[config.mk]
export PLATFORM = sky130hd
export DESIGN_NAME = lin_interp
export DESIGN_NICKNAME = d
export VERILOG_FILES = /design/src/rtl/lin_interp_pkg.sv /design/src/rtl/lin_interp_tick.sv /design/src/rtl/lin_interp.sv
export SDC_FILE = /design/constraint.sdc
export NUM_CORES = 1
export LEC_CHECK = 0
export BUFFER_PORTS_ARGS = -buffer_cell sky130_fd_sc_hd__buf_2
export CAP_MARGIN = 20
export CORE_UTILIZATION = 35
export CTS_CLUSTER_DIAMETER = 150
export DETAILED_ROUTE_END_ITERATION = 7
export PLACE_DENSITY_LB_ADDON = 0.2
export SYNTH_ARGS = -nofsm -noshare
export SYNTH_HDL_FRONTEND = slang
export SYNTH_SLANG_ARGS = --single-unit
[constraint.sdc]
create_clock -name clk -period 5.5 [get_ports clk]
set_input_delay 1.1 -clock clk [delete_from_list [all_inputs] [get_ports clk]]
set_output_delay 1.1 -clock clk [all_outputs]
set_load 0.02 [all_outputs]
[src/rtl/lin_interp_pkg.sv]
// lin_interp_pkg: shared widths, defaults and state encoding for the interpolator
package lin_interp_pkg;
    localparam int ADC_WIDTH_DEF = 8;
    localparam int INTERP_DEPTH_DEF = 4;
    localparam int SAMPLE_PERIOD_DEF = 4;
    localparam int ACC_W = ADC_WIDTH_DEF + INTERP_DEPTH_DEF + 1;
    localparam int DELTA_W = ADC_WIDTH_DEF + 1;

    typedef enum logic [1:0] {IDLE, RUN, HOLD} state_t;

    function automatic int acc_w(input int aw, input int n);
        return aw + n + 1;
    endfunction

    function automatic int delta_w(input int aw);
        return aw + 1;
    endfunction
endpackage

[src/rtl/lin_interp_tick.sv]
// sample_tick_gen: free-running divider, tick high on the last count of each period
module sample_tick_gen #(
    parameter int SAMPLE_PERIOD = 4
) (
    input  logic clk,
    input  logic rstn,
    output logic tick
);
    localparam int CW = (SAMPLE_PERIOD > 1) ? $clog2(SAMPLE_PERIOD) : 1;
    logic [CW-1:0] cnt;

    always_comb tick = cnt == CW'(SAMPLE_PERIOD - 1);

    always_ff @(posedge clk) begin
        if (!rstn) cnt <= '0;
        else cnt <= tick ? '0 : cnt + 1'b1;
    end
endmodule

[src/rtl/lin_interp.sv]
// lin_interp: upsampler emitting 2^INTERP_DEPTH_BITS linearly interpolated strobed samples per input
module lin_interp
    import lin_interp_pkg::*;
#(
    parameter int ADC_WIDTH = ADC_WIDTH_DEF,
    parameter int INTERP_DEPTH_BITS = INTERP_DEPTH_DEF,
    parameter int SAMPLE_PERIOD = SAMPLE_PERIOD_DEF
) (
    input  logic                 clk,
    input  logic                 rstn,
    input  logic [ADC_WIDTH-1:0] data_in,
    input  logic                 data_in_valid,
    output logic [ADC_WIDTH-1:0] interp_data_out,
    output logic                 sample,
    output logic                 underrun,
    output logic                 overrun
);
    localparam int N = INTERP_DEPTH_BITS;
    localparam int AW = acc_w(ADC_WIDTH, N);
    localparam int DW = delta_w(ADC_WIDTH);

    logic tick, pend, seg_end, start;
    state_t state;
    logic [N-1:0] step;
    logic [ADC_WIDTH-1:0] pend_data, prev, curr, prev_new;
    logic signed [AW-1:0] acc, acc_step;
    logic signed [DW-1:0] delta, delta_new;

    sample_tick_gen #(.SAMPLE_PERIOD(SAMPLE_PERIOD)) u_tick (
        .clk (clk),
        .rstn(rstn),
        .tick(tick)
    );

    // a pending input only starts a segment once the current one has emitted all its strobes
    always_comb begin
        seg_end = &step;
        start = tick && pend && (state != RUN || seg_end);
        prev_new = (state == IDLE) ? pend_data : curr;
        delta_new = $signed({1'b0, pend_data}) - $signed({1'b0, prev_new});
        acc_step = acc + $signed({{N{delta[DW-1]}}, delta});
    end

    always_ff @(posedge clk) begin
        if (!rstn) begin
            state <= IDLE;
            step <= '0;
            pend <= 1'b0;
            pend_data <= '0;
            prev <= '0;
            curr <= '0;
            acc <= '0;
            delta <= '0;
            interp_data_out <= '0;
            sample <= 1'b0;
            underrun <= 1'b0;
            overrun <= 1'b0;
        end else begin
            sample <= 1'b0;
            underrun <= 1'b0;
            overrun <= data_in_valid && pend && !start;
            pend <= data_in_valid || (pend && !start);
            if (data_in_valid) pend_data <= data_in;
            if (start) begin
                prev <= prev_new;
                curr <= pend_data;
                delta <= delta_new;
                acc <= AW'({prev_new, N'(0)});
                interp_data_out <= prev_new;
                step <= '0;
                sample <= 1'b1;
                state <= RUN;
            end else if (tick && state == RUN && !seg_end) begin
                acc <= acc_step;
                interp_data_out <= acc_step[ADC_WIDTH+N-1:N];
                step <= step + 1'b1;
                sample <= 1'b1;
            end else if (tick && state != IDLE) begin
                state <= HOLD;
                interp_data_out <= curr;
                sample <= 1'b1;
                underrun <= 1'b1;
            end
        end
    end
endmodule

* Word-level counts from Yosys, hierarchy flattened
Cells that the tools add are included.
** Storage, ports and cells
- Latch bits :: 0
- Bits in read-only memories :: 0
- Flip-flop bits (word level) :: 58
- Memories :: 0
- Bits in writable memories :: 0
- Word-level logic and storage cells :: 59
** Operators by class
- Div/mod/pow operators :: 0
- Reduce and logical (&&, ||, !) cells :: 23
- $add $sub $neg :: 4
- Equality and inequality tests :: 4
- Multipliers :: 0
- Shift operators :: 0
- Multiplexer cells :: 12
- Bitwise gates (word level) :: 2
- $lt $le $gt $ge :: 0
** Operator list (count)
- two-way mux 8 bit :: 4
- two-way mux 12 bit :: 2
- adder 13 x 9 -> 13 bit :: 1
- subtractor 8 x 8 -> 9 bit :: 1
- logical AND 1 bit :: 8
- two-way mux 1 bit :: 6
- nonzero test 2 bit :: 3
- adder 4 x 1 -> 4 bit, second input constant :: 1
- AND reduction 2 bit :: 2
- AND reduction 4 bit :: 1
- OR reduction 2 bit :: 2
- nonzero test 3 bit :: 1
- OR reduction 3 bit :: 1
- adder 2 x 1 -> 2 bit, second input constant :: 1
- == test 2 x 1 -> 1 bit, second input constant :: 1
- == test 2 bit, second input constant :: 1
- logical NOT 1 bit :: 2
- logical NOT 2 bit :: 1
- logical OR 1 bit :: 2
- inequality test 2 x 1 -> 1 bit, second input constant :: 1
- inequality test 2 bit, second input constant :: 1
- NOT 1 bit :: 2

* Logic depth before layout (Yosys ltp)
Gate-level depths: netlist of the first run.
- Depth in word-level cells :: 6
- Mapped depth :: 10

* By module
From an unflattened synthesis of the first run, not the netlist that was laid out.
** Unflattened totals
- Cells, all modules :: 359
- Area, all modules :: 3074.2 um^2
** By module, submodules not included
- lin_interp :: sequential area each 1101.1 um^2, area an instance 3000.4 um^2, cells each 354, instances 1
- sample_tick_gen :: sequential area each 40.0 um^2, area an instance 73.8 um^2, cells each 5, instances 1

* Least setup slack after synthesis of the first run
Ideal clock, no wire load.
- Kind :: flip-flop to flip-flop
- From :: reg state[0]
- To :: reg delta[7]
- Setup slack :: 3.008 ns
- Cell stages (with the launch flop) :: 10
- Setup time :: 0.062 ns
- Required time :: 5.438 ns
- Data arrival time :: 2.430 ns
- Clock period less this slack :: 2.492 ns
- Cells stage by stage :: dfxtp_1 nor2_2 mux2_2 ha_1 nor2b_1 o21ai_0 a21oi_1 o41ai_1 or4b_2 nand3_1
** On the way
- Word-level cells in the longest chain between the ends :: 3
- Elaborated cells between the ends (all ways) :: 6
- Those cells by class :: add/sub: 1; eq/ne: 1; mux: 1; reduce/logical: 3
** RTL lines
- start: declaration :: line lin_interp.sv:23 : state_t state;
- start signal: assignment :: line lin_interp.sv:46 : state <= IDLE;
- start signal: assignment :: line lin_interp.sv:72 : state <= RUN;
- start signal: assignment :: line lin_interp.sv:79 : state <= HOLD;
- logical NOT 2 bit / inequality test 2 x 1 -> 1 bit (equally long branches) :: line lin_interp.sv:39, lin_interp.sv:38
- two-way mux 8 bit / logical OR 1 bit (equally long branches) :: line lin_interp.sv:39, lin_interp.sv:38
- subtractor 8 x 8 -> 9 bit / logical AND 1 bit (equally long branches) :: line lin_interp.sv:40, lin_interp.sv:38
- end signal: assignment :: line lin_interp.sv:67 : delta <= delta_new;
- end: declaration :: line lin_interp.sv:27 : logic signed [DW-1:0] delta, delta_new;
Several ways; a longest one is shown, not always the timed one.
A chain may end at the register's enable or synchronous reset.

* Worst setup path after layout of the first run
- From :: reg state[0]
- To :: reg delta[6]
The elaborated chain is that of the path after synthesis.

==> results of run 1 <==
metal layers:
metal | up-vias | routed length (um) | share of wire (%)
li1 | 1308 | - | -
met1 | 1156 | 3630 | 54
met2 | 31 | 2810 | 42
met4 | 0 | 105 | 1.6
met3 | 7 | 214 | 3.2
met5 | - | 0 | 0
logic make-up (layout without fill, tap and decap cells):
| logic type | count (synthesis) | in the layout | synth area share [%] |
|---|---|---|---|
| compound gates | 98 | 98 | 20.8 |
| xor+xnor | 12 | 12 | 3.44 |
| fa+ha+maj | 23 | 23 | 9.91 |
| buf+inv | 24 | 48 | 3.07 |
| flops | 57 | 57 | 37.3 |
| mux | 17 | 17 | 5.61 |
| simple gates | 123 | 123 | 19.9 |
area by class of cell:
class                      instances  area, um2  area share, %
sequential                        57       1140           33.1
multi-input combinational        273       1820           52.8
inverter                           9       33.8          0.979
timing repair buffer              24        128           3.70
clock inverter                     3       40.0           1.16
clock buffer                      12        155           4.50
tap                              105        131           3.81
worst max-delay path, stage by stage, from the launching register on:
cell and delay [ns]:
dfxtp_1 0.35, nor2_2 0.47, mux2_2 0.42, ha_1 0.22, fa_1 0.40, nor2b_1 0.13
o21a_1 0.12, o21ai_0 0.14, a21oi_1 0.22, nand4b_1 0.11, o211ai_1 0.12
Yosys cell counts, types with 2 or more instances:
cell / count
a21oi_1: 19
o211ai_1: 3
a21boi_0: 19
a211oi_1: 6
buf_2: 2
nand2b_1: 3
a21o_1: 3
dfxtp_1: 57
o211a_1: 2
fa_1: 2
o21ai_0: 23
nor2_1: 20
clkbuf_1: 11
inv_1: 9
ha_1: 21
and3_1: 2
a31oi_1: 9
mux2i_1: 16
o21a_1: 5
nand4_1: 3
nor2b_1: 14
xor2_1: 4
xnor2_1: 8
nand3_1: 9
nand2_1: 50
nor3_1: 2
and2_1: 3
nand3b_1: 4
or3_1: 3
state kept, by name (all words and copies together), names as in the netlist:
name	flops
acc	12
curr	8
delta	9
interp_data_out	8
overrun	1
pend	1
pend_data	8
sample	1
state	2
step	4
u_tick.cnt	2
underrun	1
power by group:
group	leakage [nW]	internal, mW	switching (mW)	total (mW)
registers	0.462	0.423	0.00822	0.432
clock network	0.102	0.230	0.159	0.389
logic	0.862	0.0387	0.0516	0.0903
worst min-delay path by stage:
stage               endpoint     startpoint  slack (ns)  cells past startpoint
2_1_floorplan  u_tick.cnt[0]  u_tick.cnt[0]        0.40                      1
3_3_place_gp   u_tick.cnt[0]  u_tick.cnt[0]        0.41                      1
3_5_place_dp   u_tick.cnt[0]  u_tick.cnt[0]        0.43                      1
4_1_cts        u_tick.cnt[0]  u_tick.cnt[0]        0.43                      1
5_1_grt        u_tick.cnt[0]  u_tick.cnt[0]        0.46                      1
6_report       u_tick.cnt[0]  u_tick.cnt[0]        0.43                      1
==> flow_summary_export.csv, run 1 <==
group,metric,value,unit
critical_path,r2r-start,"state[0]",
clocking,clk_path_buf_depth,2,
timing,final-hold-violation-count,0,
synthesis,syn_inst,354,
die,die_w,95.5,um
status,status,"finished, final reports clean",
die,row_count,33,
detailed_routing,wl_per_cell,14.0,um
global_route,grt_util_met3,3.67,%
synthesis,synth_area_per_cell,8.63,um2
place,portBuffers,21,
synthesis,synth_warnings,0,
timing,worstMarginPinSlew,0.781,ns
timing,rsz0062_at_grt,"no",
place,hpwlAfterDp,4.81,mm
timing,max_freq,358,MHz
finish,nets,408,
detailed_routing,wirelength,6.75,mm
die,die_y,95.5,um
timing,final.setup.tns,0,ns
place,gp_congestion,0.809,
clocking,ctsHoldBuffers,0,
clocking,cts-resized-gates,0,
finish,layout_commonest_cell,"dfxtp_1",
clocking,post_cts_buffers,0,
power,p_leak,1.43,nW
detailed_routing,ant_nets,0,
critical_path,cp-startpoint,"state[0]",
clocking,cts-htree-levels,3,
global_route,grt_pass1_wl,11.2,mm
hold_path,hp-class,"reg -> reg",
clocking,clkSlewWorstSetupHoldPaths,0.06,ns
timing,slew-limit-headroom,47.9,%
die,start_util,36.6,%
global_route,gr-total-overflow,0,
finish,fillers,850,
job,maxCapViolations,0,
synthesis,synth.top_cell.area_share,37.3,%
global_route,met1_usage,22.9,%
timing,final_max_slew_viol_count,0,
clocking,cts_tree,"done",
global_route,grt_pass1_vias,2248,
global_route,antenna_found_initial,0,
critical_path,crit-reg2reg-capture,"delta[6]",
finish,drive_above_1_share,11.9,%
global_route,grt_max_degree,54,
place,postPlaceCellArea,3260,um2
timing,fin_crit_sh,50.7,%
detailed_routing,drtIter0Drc,135,
place,place_inst,468,
finish,finalNonFillerCells,483,
finish,final_util,41.4,%
synthesis,ys_ff_latch,57,
finish,area_delta_synth_final,12.9,%
detailed_routing,drt_pre_antenna_iters,5,
detailed_routing,vias,2502,
power,finalPower,0.911,mW
global_route,grt.met2_usage,23.0,%
critical_path,arrival,3.04,ns
synthesis,synth_edf_count,0,
power,ir_worst_vdd,0.120,mV
clocking,cts_sinks,57,
timing,report.final.setup_viol,0,
finish,layout_common_cells,"dfxtp_1, nand2_1, o21ai_0, ha_1, buf_2",
place,pre_cts_slack,2.72,ns
synthesis,ys_top_cells_by_area,"dfxtp_1, ha_1, nand2_1, mux2i_1, a21boi_0",
global_route,grt.total_usage,16.2,%
die,io_pins,22,
timing,whs,0.432,ns
timing,skew,0.00992,ns
detailed_routing,vias_per_cell,5.18,
critical_path,r2r_setup_slack,2.71,ns
clocking,cts_made_buffers,9,
critical_path,reg2reg_depth,10,
finish,finalInstanceArea,3450,um2
critical_path,cp_max_fo,10,
die,core,8340,um2
synthesis,synth_ff_type,"dfxtp_1",
clocking,root_buffer,"clkbuf_8",
synthesis,netlist_area,3060,um2
synthesis,synth_cell_types,51,
clocking,insertion_delay,0.33,ns
die,die_area,9110,um2
global_route,grt-busiest-layer,"met2",
synthesis,async_flop_share,0,%
synthesis,syn_nets,388,
critical_path,cp-end-kind,"register",
finish,antenna_cells,0,
timing,fin_crit,2.79,ns
synthesis,synth_top_area_cell,"dfxtp_1",
critical_path,path_class,"reg -> reg",
power,powerDensity,264,nW/um2
critical_path,cp-endpoint,"delta[6]",
synthesis,synth_seq_area_share,37.3,%
detailed_routing,drc,0,
critical_path,required,5.75,ns
critical_path,startpoint_type,"register",
timing,fin_ws,2.71,ns
Note: power is estimated with default switching activity, not from simulation.
==> run 2: changes to the inputs <==
--- a/config.mk
+++ b/config.mk
@@ -5,6 +5,7 @@
 export SDC_FILE = /design/constraint.sdc
 export NUM_CORES = 1
 export LEC_CHECK = 0
+export ABC_AREA = 1
 export BUFFER_PORTS_ARGS = -buffer_cell sky130_fd_sc_hd__buf_2
 export CAP_MARGIN = 20
 export CORE_UTILIZATION = 35
==> constraint.sdc (replaced) <==
create_clock -name clk -period 2.3 [get_ports clk]
set_input_delay 0.46 -clock clk [delete_from_list [all_inputs] [get_ports clk]]
set_output_delay 0.46 -clock clk [all_outputs]
set_load 0.02 [all_outputs]
==> run 2 against run 1 <==
Worst setup slack worse by 2.5 ns. Non-clock buffer count grew 4. Global-route usage up 0.55 points. Maximum frequency increased by 34%. Wire length increased by 11%. Combinational power increased to 3.3 times the previous value. Clock power rose by 110%. Sequential share of layout area fell by 0.73 points. Final area increased by 2.2%. First-iteration DRC count increased by 20%. Clock skew grew 0.0022 ns. Critical path type unchanged. Largest power group unchanged. Highest routed layer unchanged.
==> flow_summary_export.csv, run 2 <==
group,metric,value,unit
synthesis,syn_inst,431,
critical_path,cpMostUsedCell,"inv_1",
global_route,grt_pass1_wl,12.5,mm
clocking,root_buffer,"clkbuf_8",
finish,drive_above_1_share,13.7,%
die,die_y,97.0,um
critical_path,slowest_stage,"dfxtp_1",
job,maxCapViolations,0,
synthesis,synth_seq_area_share,36.1,%
critical_path,required,2.53,ns
synthesis,synth.top_cell.area_share,36.1,%
timing,report.final.setup_viol,0,
clocking,clk_path_buf_depth,2,
global_route,gr-total-overflow,0,
critical_path,crit_chain,"nor2_4 -> buf_6 -> nand2_1 -> o21ai_1 -> ha_1 -> inv_1 -> o21bai_1 -> a31oi_1 -> a21oi_1 -> o21ai_0 -> inv_1",
die,die_area,9410,um2
timing,worstMarginPinSlew,0.486,ns
global_route,grt.total_usage,16.7,%
synthesis,syn_nets,465,
finish,finalNonFillerCells,568,
clocking,insertion_delay,0.34,ns
synthesis,synth_top_area_cell,"dfxtp_1",
die,io_pins,22,
status,status,"finished, final reports clean",
timing,skew,0.0122,ns
critical_path,crit_family,"compound AO/OA/AOI/OAI gates",
critical_path,cp_max_fo,10,
finish,regMostFlops,"acc",
finish,layout_commonest_cell,"nand2_1",
detailed_routing,vias_per_cell,4.94,
synthesis,synth_common_cells,"nand2_1, dfxtp_1, inv_1, a21oi_1, o21ai_0",
timing,rsz0062_at_grt,"no",
power,ir_worst_vdd,0.310,mV
critical_path,path_class,"reg -> reg",
global_route,grt_max_degree,19,
synthesis,synth.most_common_cell,"nand2_1",
finish,antenna_cells,0,
timing,final-hold-violation-count,0,
critical_path,arrival,2.31,ns
place,portBuffers,21,
die,row_count,34,
place,gp_congestion,0.792,
finish,area_delta_synth_final,11.7,%
detailed_routing,wirelength,7.48,mm
place,postPlaceCellArea,3360,um2
critical_path,cp-end-kind,"register",
critical_path,slowest_delay,0.37,ns
clocking,cts_tree,"done",
timing,slew-limit-headroom,67.6,%
hold_path,hp-class,"in -> reg",
clocking,cts_sinks,57,
clocking,clkSlewWorstSetupHoldPaths,0.07,ns
power,p_leak,1.66,nW
synthesis,synth_cell_types,39,
synthesis,netlist_area,3160,um2
synthesis,async_flop_share,0,%
finish,layout_common_cells,"nand2_1, dfxtp_1, inv_1, a21oi_1, o21ai_0",
timing,fin_crit,2.08,ns
place,hpwlAfterDp,5.73,mm
synthesis,ys_ff_latch,57,
die,core,8720,um2
die,die_w,97.0,um
clocking,post_cts_buffers,0,
detailed_routing,drtIter0Drc,162,
place,place_inst,554,
synthesis,synth_area_per_cell,7.33,um2
clocking,cts-htree-levels,3,
clocking,cts_made_buffers,9,
global_route,grt_pass1_vias,2600,
timing,fin_crit_sh,90.5,%
global_route,antenna_found_initial,0,
detailed_routing,drc,0,
critical_path,crit_buf_inv,3,
finish,nets,491,
power,powerDensity,613,nW/um2
detailed_routing,wl_per_cell,13.2,um
synthesis,synth_warnings,0,
finish,largest_reg_flops,12,
synthesis,synth_edf_count,0,
synthesis,ys_top_cells_by_area,"dfxtp_1, nand2_1, ha_1, a21oi_1, inv_1",
timing,final_max_slew_viol_count,0,
timing,max_freq,480,MHz
finish,reg_top3,"acc: 12 flops, delta: 9 flops",
finish,finalInstanceArea,3530,um2
detailed_routing,drt_pre_antenna_iters,5,
detailed_routing,vias,2807,
die,start_util,36.2,%
critical_path,startpoint_type,"register",
synthesis,synth_ff_type,"dfxtp_1",
detailed_routing,ant_nets,0,
timing,final.setup.tns,0,ns
run 2: cell count changes in the layout (fill, tap and decap cells not counted), moves of 6 or more:
cell	before	now
nand2_1	50	94
o22ai_1	0	6
a211oi_1	6	0
mux2i_1	16	0
a21oi_1	19	43
o21ai_0	23	32
o21ai_1	1	14
inv_1	9	54
a21boi_0	19	0
nor2b_1	14	0
nand3_1	9	17
run 2: worst paths after layout:
kind                                 endpoint  cells after the start           from  slack, ns
worst max register to register       delta[7]                     11       state[0]       0.22
worst min-delay path             pend_data[5]                      3     data_in[5]       0.40
worst max-delay path                 delta[7]                     11       state[0]       0.22
worst min register to register  u_tick.cnt[0]                      1  u_tick.cnt[0]       0.43
run 2: metal layers:
metal / track usage (%) / wire length [um]
met5: 0 / 0
met4: 5.86 / 81
met3: 3.25 / 272
met2: 27.3 / 3400
met1: 22.0 / 3730
run 2: worst register-to-register path, stage by stage (launching register included):
cell and delay [ns]:
dfxtp_1 0.37, nor2_4 0.22, buf_6 0.18, nand2_1 0.05
o21ai_1 0.14, ha_1 0.35, inv_1 0.10, o21bai_1 0.07
a31oi_1 0.20, a21oi_1 0.10, o21ai_0 0.16, inv_1 0.05
run 2: where the power goes:
group	internal (mW)	switching [mW]	total [mW]
Combinational	0.114	0.187	0.301
Clock	0.433	0.397	0.830
Sequential	1.02	0.0163	1.03
run 2: final cells by class:
type / instances / area, um2
clock buffers: 11 / 151
clock inverters: 3 / 17.5
fillers: 928 / 5190
inverters: 58 / 221
multi-input cells: 303 / 1700
flip-flops and latches: 57 / 1140
well taps: 108 / 135
repair buffers: 28 / 161
run 2: logic make-up (layout without fill, tap and decap cells):
kind of cell    Yosys count  count (layout)  synth area share [%]
simple gates            164             164                  23.6
compound gates          108             108                  18.4
xor+xnor                  8               8                  2.22
buf+inv                  71             100                  10.1
fa+ha+maj                23              23                  9.58
flops                    57              57                  36.1
run 2: per-stage QoR:
step | util, % | power [mW] | hold WS [ns] | worst slack (ns)
finish | 40.5 | 2.16 | 0.401 | 0.218
detailed placement | 38.5 | 1.35 | 0.419 | 0.175
floorplan | - | 1.27 | 0.404 | 0.132
CTS | 40.4 | 2.19 | 0.390 | 0.161
global route | 40.5 | 2.27 | 0.410 | 0.0282
global placement | 38.5 | 1.35 | 0.412 | 0.230
run 2: repair_timing:
item | CTS | global route
gates resized for setup | 0 | 4
hold buffers | 0 | 0
endpoints found under the setup margin | 0 | 3
==> run 3: changes to the inputs <==
--- a/config.mk
+++ b/config.mk
@@ -8,6 +8,7 @@
 export ABC_AREA = 1
 export BUFFER_PORTS_ARGS = -buffer_cell sky130_fd_sc_hd__buf_2
 export CAP_MARGIN = 20
+export CORE_ASPECT_RATIO = 1.5
 export CORE_UTILIZATION = 35
 export CTS_CLUSTER_DIAMETER = 150
 export DETAILED_ROUTE_END_ITERATION = 7
==> run 3 against run 2 <==
Clock skew down 0.0053 ns. Via count about the same. Largest power group is now the clock network. Count of clock-buffer cells in the layout unchanged. Sequential cell count unchanged. Combinational power about the same.
==> flow_summary_export.csv, run 3 (synthesis results as in run 2) <==
group,metric,value,unit
status,status,"finished, final reports clean",
timing,final.setup.tns,0,ns
timing,fin_crit_sh,90.2,%
timing,slew-limit-headroom,66.4,%
detailed_routing,vias_per_cell,4.88,
job,maxCapViolations,0,
clocking,insertion_delay,0.32,ns
critical_path,cp-end-kind,"register",
place,pre_cts_slack,0.189,ns
critical_path,slowest_stage,"dfxtp_1",
die,die_y,118,um
detailed_routing,drtIter0Drc,102,
die,die_area,9420,um2
timing,final_max_slew_viol_count,0,
place,hpwlAfterDp,5.82,mm
die,start_util,36.0,%
critical_path,startpoint_type,"register",
clocking,cts_tree,"done",
clocking,clkSlewWorstSetupHoldPaths,0.05,ns
detailed_routing,vias,2808,
global_route,grt.total_usage,17.5,%
place,postPlaceCellArea,3360,um2
finish,antenna_cells,0,
finish,layout_commonest_cell,"nand2_1",
global_route,grt_max_degree,19,
global_route,antenna_found_initial,0,
die,row_count,42,
clocking,cts_made_buffers,9,
critical_path,cpMostUsedCell,"nand2_1",
detailed_routing,wl_per_cell,13.2,um
place,gp_congestion,0.815,
timing,fin_ws,0.224,ns
finish,drive_above_1_share,14.6,%
critical_path,required,2.50,ns
critical_path,arrival,2.28,ns
finish,nets,494,
clocking,cts-htree-levels,3,
clocking,ctsHoldBuffers,0,
timing,rsz0062_at_grt,"no",
power,p_leak,1.75,nW
finish,layout_common_cells,"nand2_1, dfxtp_1, inv_1, a21oi_1, o21ai_0",
timing,fin_crit,2.08,ns
critical_path,cp_max_fo,5,
place,portBuffers,21,
timing,final-hold-violation-count,0,
global_route,grt_pass1_vias,2781,
finish,reg_top3,"acc: 12 flops, delta: 9 flops",
finish,area_delta_synth_final,18.0,%
power,powerDensity,770,nW/um2
critical_path,crit_chain,"nor2_2 -> nand2_1 -> o21ai_1 -> ha_1 -> fa_1 -> o21ai_1 -> nand2_1 -> nand2_1 -> nand2_1 -> nand2_1 -> nand2_1 -> nand2_1 -> o21ai_0",
timing,worstMarginPinSlew,0.504,ns
timing,skew,0.00688,ns
power,ir_worst_vdd,0.512,mV
detailed_routing,drt_pre_antenna_iters,4,
die,io_pins,22,
finish,regMostFlops,"acc",
power,finalPower,2.87,mW
detailed_routing,drc,0,
finish,final_util,42.5,%
hold_path,hp-class,"in -> reg",
global_route,grt_pass1_wl,12.7,mm
clocking,clk_path_buf_depth,2,
finish,largest_reg_flops,12,
global_route,gr-total-overflow,0,
clocking,root_buffer,"clkbuf_16",
detailed_routing,wirelength,7.57,mm
clocking,cts_sinks,57,
timing,max_freq,482,MHz
critical_path,path_class,"reg -> reg",
die,core,8780,um2
detailed_routing,ant_nets,0,
die,die_w,79.6,um
finish,finalInstanceArea,3730,um2
critical_path,slowest_delay,0.47,ns
timing,report.final.setup_viol,0,
==> run 3: cell types whose count changed in the layout (fill, tap and decap cells not counted), moves of 3 or more <==
cell / delta
bufinv_16: +3
clkbuf_16: +9
buf_4: +3
clkbuf_8: -10
==> run 3: final timing paths <==
check | start | endpoint | slack, ns | cells past startpoint
worst max-delay path | state[0] | delta[6] | 0.22 | 13
worst min-delay path | data_in[0] | pend_data[0] | 0.42 | 3
worst max register to register | state[0] | delta[6] | 0.22 | 13
worst min register to register | u_tick.cnt[0] | u_tick.cnt[0] | 0.42 | 1
==> run 3: repair_timing <==
action,CTS,global route
setup endpoints to repair,0,2
setup buffers,0,2
hold endpoints to repair,0,0
gates resized for setup,0,3
==> run 3: where the power goes <==
| group | leakage [nW] | internal (mW) | total [mW] | switching, mW |
|---|---|---|---|---|
| sequential | 0.463 | 1.02 | 1.03 | 0.0165 |
| clock | 0.166 | 1.08 | 1.54 | 0.453 |
| combinational | 1.12 | 0.115 | 0.299 | 0.183 |
| total | 1.75 | 2.22 | 2.87 | 0.653 |
==> run 3: layer usage <==
metal	GRT usage (%)	wire (um)
met1	19.4	3270
met4	8.75	224
met5	0	0
met2	30.4	3900
met3	4.25	177
==> run 3: area by class of cell <==
class	count	area, um2
Fill cell	895	5050
Multi-Input combinational cell	304	1710
Inverter	58	221
Clock inverter	5	103
Tap cell	110	138
Clock buffer	11	243
Timing Repair Buffer	30	173
Sequential cell	57	1140
==> run 3: critical path: cells and delay by family (launching register included) <==
| family | cells | cell delay [ns] |
|---|---|---|
| and+or+nand+nor | 8 | 0.53 |
| adders and majority gates | 2 | 0.63 |
| AOI/OAI and AO/OA | 3 | 0.33 |
| DFF | 1 | 0.47 |
==> run 3: through the flow <==
stage	hold slack [ns]	instances
3_5_place_dp	0.417	556
5_1_grt	0.435	575
4_1_cts	0.406	572
2_1_floorplan	0.404	431
6_report	0.420	575
3_3_place_gp	0.414	556
